`config.mk`:
```
export PLATFORM = sky130hd
export DESIGN_NAME = u_alu_arb
export DESIGN_NICKNAME = d
export VERILOG_FILES = /design/src/rtl/u_alu_arb.sv
export SDC_FILE = /design/constraint.sdc
export NUM_CORES = 1
export LEC_CHECK = 0
export ABC_AREA = 0
export CAP_MARGIN = 40
export CORE_AREA = 2 2 110 112
export CTS_CLUSTER_SIZE = 28
export DETAILED_ROUTE_END_ITERATION = 7
export DIE_AREA = 0 0 112 114
export PLACE_DENSITY = 0.69
export RECOVER_POWER = 50
export SYNTH_ARGS = -nofsm -noshare
export SYNTH_HDL_FRONTEND = slang
export SYNTH_SLANG_ARGS = --single-unit
```
`constraint.sdc`:
```
create_clock -name clk -period 4.2 [get_ports clk]
set_clock_uncertainty 0.2 [all_clocks]
set_input_delay 0.84 -clock clk [delete_from_list [all_inputs] [get_ports clk]]
set_output_delay 0.84 -clock clk [all_outputs]
set_load 0.005 [all_outputs]
```
`src/rtl/u_alu_arb.sv`:
```
// -----------------------------------------------------------------------------
// u_alu_arb -- two-requester arbiter in front of one shared combinational ALU.
//
// Each requester presents an opcode and two operands with a valid/ready
// handshake. The winning request is driven onto the ALU inputs in the
// grant cycle. The ALU result and compare flags are captured one cycle
// later into a registered response slot with its own valid/ready handshake.
//
// Build option:
//   ALU_ARB_RR_EN  defined   -> round-robin between the two requesters
//                  undefined -> fixed priority, requester 0 wins
//
// Parameter:
//   ZERO_IDLE  1 -> ALU inputs are forced to 0 in cycles with no grant
//              0 -> ALU inputs hold the last granted request
//
// Ports:
//   clk, rst                      clock, synchronous active-high reset
//   req{0,1}_vld/_rdy             request handshake (rdy = accepted now)
//   req{0,1}_op/_i1/_i2           opcode and operands
//   alu_op/_i1/_i2                to the shared ALU
//   alu_o/_eq/_lt/_ltu            from the shared ALU
//   rsp_vld/_rdy                  response handshake
//   rsp_id                        requester that owns the response
//   rsp_o/_eq/_lt/_ltu            registered result and compare flags
// -----------------------------------------------------------------------------
module u_alu_arb #(
   parameter int ZERO_IDLE = 1
) (
   input  logic        clk,
   input  logic        rst,
   input  logic        req0_vld,
   output logic        req0_rdy,
   input  logic [3:0]  req0_op,
   input  logic [31:0] req0_i1,
   input  logic [31:0] req0_i2,
   input  logic        req1_vld,
   output logic        req1_rdy,
   input  logic [3:0]  req1_op,
   input  logic [31:0] req1_i1,
   input  logic [31:0] req1_i2,
   output logic [3:0]  alu_op,
   output logic [31:0] alu_i1,
   output logic [31:0] alu_i2,
   input  logic [31:0] alu_o,
   input  logic        alu_eq,
   input  logic        alu_lt,
   input  logic        alu_ltu,
   output logic        rsp_vld,
   input  logic        rsp_rdy,
   output logic        rsp_id,
   output logic [31:0] rsp_o,
   output logic        rsp_eq,
   output logic        rsp_lt,
   output logic        rsp_ltu
);

   logic        can_load;  // response slot is empty or draining this cycle
   logic        pick1;     // requester 1 wins arbitration (if it can load)
   logic        acc0;
   logic        acc1;
   logic        grant;
   logic [3:0]  sel_op;
   logic [31:0] sel_i1;
   logic [31:0] sel_i2;

`ifdef ALU_ARB_RR_EN
   // Last-granted requester; resets to 1 so the first contested grant
   // goes to requester 0.
   logic last_q;
`endif

   // NOTE: every signal written here gets a value on every path (defaults
   // first), so no latch can be inferred.
   always_comb begin
      can_load = 1'b0;
      pick1    = 1'b0;
      acc0     = 1'b0;
      acc1     = 1'b0;

      can_load = !rsp_vld || rsp_rdy;
`ifdef ALU_ARB_RR_EN
      // A lone valid requester always wins; on contention the one not
      // granted last time wins.
      pick1 = req1_vld && (!req0_vld || !last_q);
`else
      pick1 = req1_vld && !req0_vld;
`endif
      // Reset blocks any accept so nothing is granted while state clears.
      acc0 = !rst && can_load && req0_vld && !pick1;
      acc1 = !rst && can_load && pick1;
   end

   assign req0_rdy = acc0;
   assign req1_rdy = acc1;
   assign grant    = acc0 || acc1;

   assign sel_op = pick1 ? req1_op : req0_op;
   assign sel_i1 = pick1 ? req1_i1 : req0_i1;
   assign sel_i2 = pick1 ? req1_i2 : req0_i2;

   generate
      if (ZERO_IDLE != 0) begin : g_zero_idle
         assign alu_op = grant ? sel_op : 4'd0;
         assign alu_i1 = grant ? sel_i1 : 32'd0;
         assign alu_i2 = grant ? sel_i2 : 32'd0;
      end else begin : g_hold_idle
         logic [3:0]  op_q;
         logic [31:0] i1_q;
         logic [31:0] i2_q;

         // NOTE: these are plain datapath holding registers; they are reset
         // only so the idle ALU inputs are deterministic after reset.
         always_ff @(posedge clk) begin
            if (rst) begin
               op_q <= 4'd0;
               i1_q <= 32'd0;
               i2_q <= 32'd0;
            end else if (grant) begin
               op_q <= sel_op;
               i1_q <= sel_i1;
               i2_q <= sel_i2;
            end
         end

         assign alu_op = grant ? sel_op : op_q;
         assign alu_i1 = grant ? sel_i1 : i1_q;
         assign alu_i2 = grant ? sel_i2 : i2_q;
      end
   endgenerate

   // NOTE: sequential state uses non-blocking assignments so every register
   // samples pre-edge values regardless of statement order.
   always_ff @(posedge clk) begin
      if (rst) begin
         rsp_vld <= 1'b0;
         rsp_id  <= 1'b0;
         rsp_o   <= 32'd0;
         rsp_eq  <= 1'b0;
         rsp_lt  <= 1'b0;
         rsp_ltu <= 1'b0;
      end else if (grant) begin
         // Covers both an empty slot and same-cycle drain and refill.
         rsp_vld <= 1'b1;
         rsp_id  <= pick1;
         rsp_o   <= alu_o;
         rsp_eq  <= alu_eq;
         rsp_lt  <= alu_lt;
         rsp_ltu <= alu_ltu;
      end else if (rsp_rdy) begin
         rsp_vld <= 1'b0;
      end
   end

`ifdef ALU_ARB_RR_EN
   always_ff @(posedge clk) begin
      if (rst) begin
         last_q <= 1'b1;
      end else if (grant) begin
         last_q <= pick1;
      end
   end
`endif

endmodule

```
==> impl_metrics.py <==
metrics = {
    "status": {
        "status": "finished, violations left",
        "violations": "capacitance limit, slew limit",
    },
    "sta": {
        "finalSetupViolCount": 0,
        "period_share_pct": 94.91,
        "worst_pin_slew_ns": 1.682,
        "slew_headroom_pct": -12.10,
        "fmax_mhz": 250.9,
        "slew_viol_final": 37,
        "grt_setup_unrepaired": "false",
        "fin_crit_ns": 3.986,
        "finalHoldViolCount": 0,
        "fin_tns_setup_ns": 0,
    },
    "routing": {
        "drc": 0,
        "drt_wl_total_um": 12180,
        "ant_nets": 0,
        "routedWlPerCell_um": 15.14,
        "drt_iter0_drc": 173,
        "dr_total_vias": 3676,
        "drtPass1Iterations": 4,
        "via_per_inst": 4.572,
    },
    "min_path": {
        "hold_path_class": "reg2reg",
        "hold_start": "rsp_o[13]",
    },
    "global_routing": {
        "grt_use_total_pct": 17.90,
        "grt_overflow": 0,
        "grt_max_degree": 69,
        "grt_pass1_vias": 3746,
        "grt_pass1_wl_um": 18800,
        "antenna_found_initial": 0,
    },
    "layout": {
        "n_antenna_cell": 0,
        "drive_gt1_share_pct": 13.39,
        "area_growth_pct": 113.2,
        "nets": 832,
        "fill_cells": 1147,
    },
    "floorplan": {
        "fp.dieArea_um2": 12770,
        "io_pins": 283,
        "start_util_pct": 23.17,
        "rows": 40,
        "coreArea_um2": 11710,
        "dieHeight_um": 114,
        "die_w_um": 112,
    },
    "worst_setup_path": {
        "start_kind": "input pin",
        "cp.arrival_ns": 2.95,
        "worstSetupPathType": "in2out",
        "worst_setup_path_end_kind": "primary output",
        "r2r-start": "rsp_vld",
        "cp-startpoint": "req0_vld",
        "crit_path_max_fanout": 52,
        "worst_ep_required_time_ns": 3.16,
    },
    "yosys": {
        "synthMuxAreaShare_pct": 0,
        "yosysWarnings": 0,
        "netlist_instances": 395,
        "yosys.area_share.adder_pct": 0,
        "synth.cell_area_um2": 2714,
        "synth_simple_gate_area_share_pct": 20.79,
        "ys_types": 20,
        "yosysSeqAreaShare_pct": 27.29,
        "synth-xor-area-share_pct": 0,
        "syn-num-nets": 571,
        "ys_seq_elements": 37,
        "postSynthAreaPerCell_um2": 6.871,
        "synth_top_family_by_area": "compound AO/OA/AOI/OAI gates",
        "synth_compound_area_share_pct": 39.00,
    },
    "clock_network": {
        "post-cts-setup-buffers": 0,
        "htree_levels": 2,
        "clockBufferDepth": 2,
        "cts_tree": "built",
        "clock-root-buffer": "clkbuf_16",
        "cts_buffers": 5,
        "clock_latency_ns": 0.27,
        "clk_pin_slew_ns": 0.05,
        "cts.sinks": 37,
        "hold_buffers": 0,
        "cts_resized": 0,
    },
    "power_and_ir_drop": {
        "p_leak_nw": 2.278,
        "powerDensity_nw_per_um2": 223.6,
        "vdd_ir_drop_max_mv": 0.2224,
        "total_power_w": 0.001293,
    },
    "place": {
        "dp_hpwl_um": 9366,
        "portBuffers": 282,
        "place_congestion": 0.7716,
    },
    "flow_run": {
        "drv_cap": 1,
    },
}
[worst max-delay path, cell delays in order]
cell and delay [ns]:
dlygate4sd3_1 0.65, nor2_1 0.09, or3_4 0.36, buf_12 0.20
a21oi_2 0.19, clkdlybuf4s50_1 0.55
[state kept, by name (all words and copies together) (netlist names)]
register and cells:
rsp_eq 1, rsp_id 1, rsp_vld 1, rsp_ltu 1, rsp_o 32, rsp_lt 1
[through the flow]
stage	hold WS, ns	instance area, um2	worst slack [ns]	utilization (%)	instances
after CTS	0.3066	5796	0.3000	49.49	804
after global routing	0.3311	5786	0.1376	49.40	804
after global placement	0.2839	5623	0.3654	48.01	796
after floorplan	0.2966	2714	1.387	-	395
after detailed placement	0.2930	5623	0.3200	48.01	796
final	0.2980	5786	0.2139	49.40	804
[power by group]
part | internal, W | switching [W] | total, W
Sequential | 0.000378 | 0.0000123 | 0.000390
Combinational | 0.000291 | 0.000183 | 0.000474
Clock | 0.000296 | 0.000133 | 0.000429
Total | 0.000965 | 0.000328 | 0.00129
[cells in the mapped netlist]
cell | count | area (um2)
nand2_1 | 136 | 510.5
a21oi_2 | 68 | 595.6
dfxtp_1 | 37 | 740.7
inv_1 | 35 | 131.4
o211ai_1 | 35 | 262.8
o21ai_0 | 33 | 165.2
clkbuf_1 | 23 | 86.33
buf_6 | 9 | 101.4
buf_2 | 4 | 20.02
a21oi_1 | 2 | 10.01
nand2b_1 | 2 | 12.51
nor2b_1 | 2 | 12.51
o21ai_2 | 2 | 17.52
a211oi_1 | 1 | 7.510
and3_1 | 1 | 6.260
buf_4 | 1 | 7.510
clkinv_1 | 1 | 3.750
nor2_2 | 1 | 6.260
nor3_1 | 1 | 5.000
or3_4 | 1 | 11.26
[metal layers]
metal / routed length (um) / vias up / GRT usage (%)
met5: 0 / - / 0
met4: 216 / 0 / 4.146
met3: 894 / 17 / 4.729
met2: 6070 / 163 / 32.00
met1: 4995 / 1668 / 21.60
li1: - / 1828 / -
[layout make-up]
cell class	count	area, um2	area share, %
repair buffers	291	2924	50.54
clock buffers	7	142.6	2.465
flip-flops and latches	37	740.7	12.80
inverters	36	135.1	2.336
clock inverters	1	30.03	0.5190
well taps	147	183.9	3.179
multi-input cells	285	1629	28.16
[placed cells by master (no fill, tap or decap), drive strengths merged]
cell	instances
a211oi	1
a21oi	70
and3	1
buf	8
bufinv	1
clkbuf	8
clkdlybuf4s50	243
clkinv	1
dfxtp	37
dlygate4sd3	39
inv	35
nand2	136
nand2b	2
nor2	1
nor2b	2
nor3	1
o211ai	35
o21ai	35
or3	1
[kinds of logic after synthesis]
group / count (synthesis)
flip-flops: 37
AND/OR/NAND/NOR: 144
buffers and inverters: 73
AO/OA/AOI/OAI: 141
[final timing paths]
| check | cells after the start | slack, ns | endpoint |
|---|---|---|---|
| worst min register to register | 2 | 0.30 | rsp_o[13] |
| worst max-delay path | 6 | 0.21 | alu_i1[10] |
| worst max register to register | 5 | 2.33 | rsp_o[17] |
| worst min-delay path | 2 | 0.30 | rsp_o[13] |
Power figures use the tool's default switching activity.
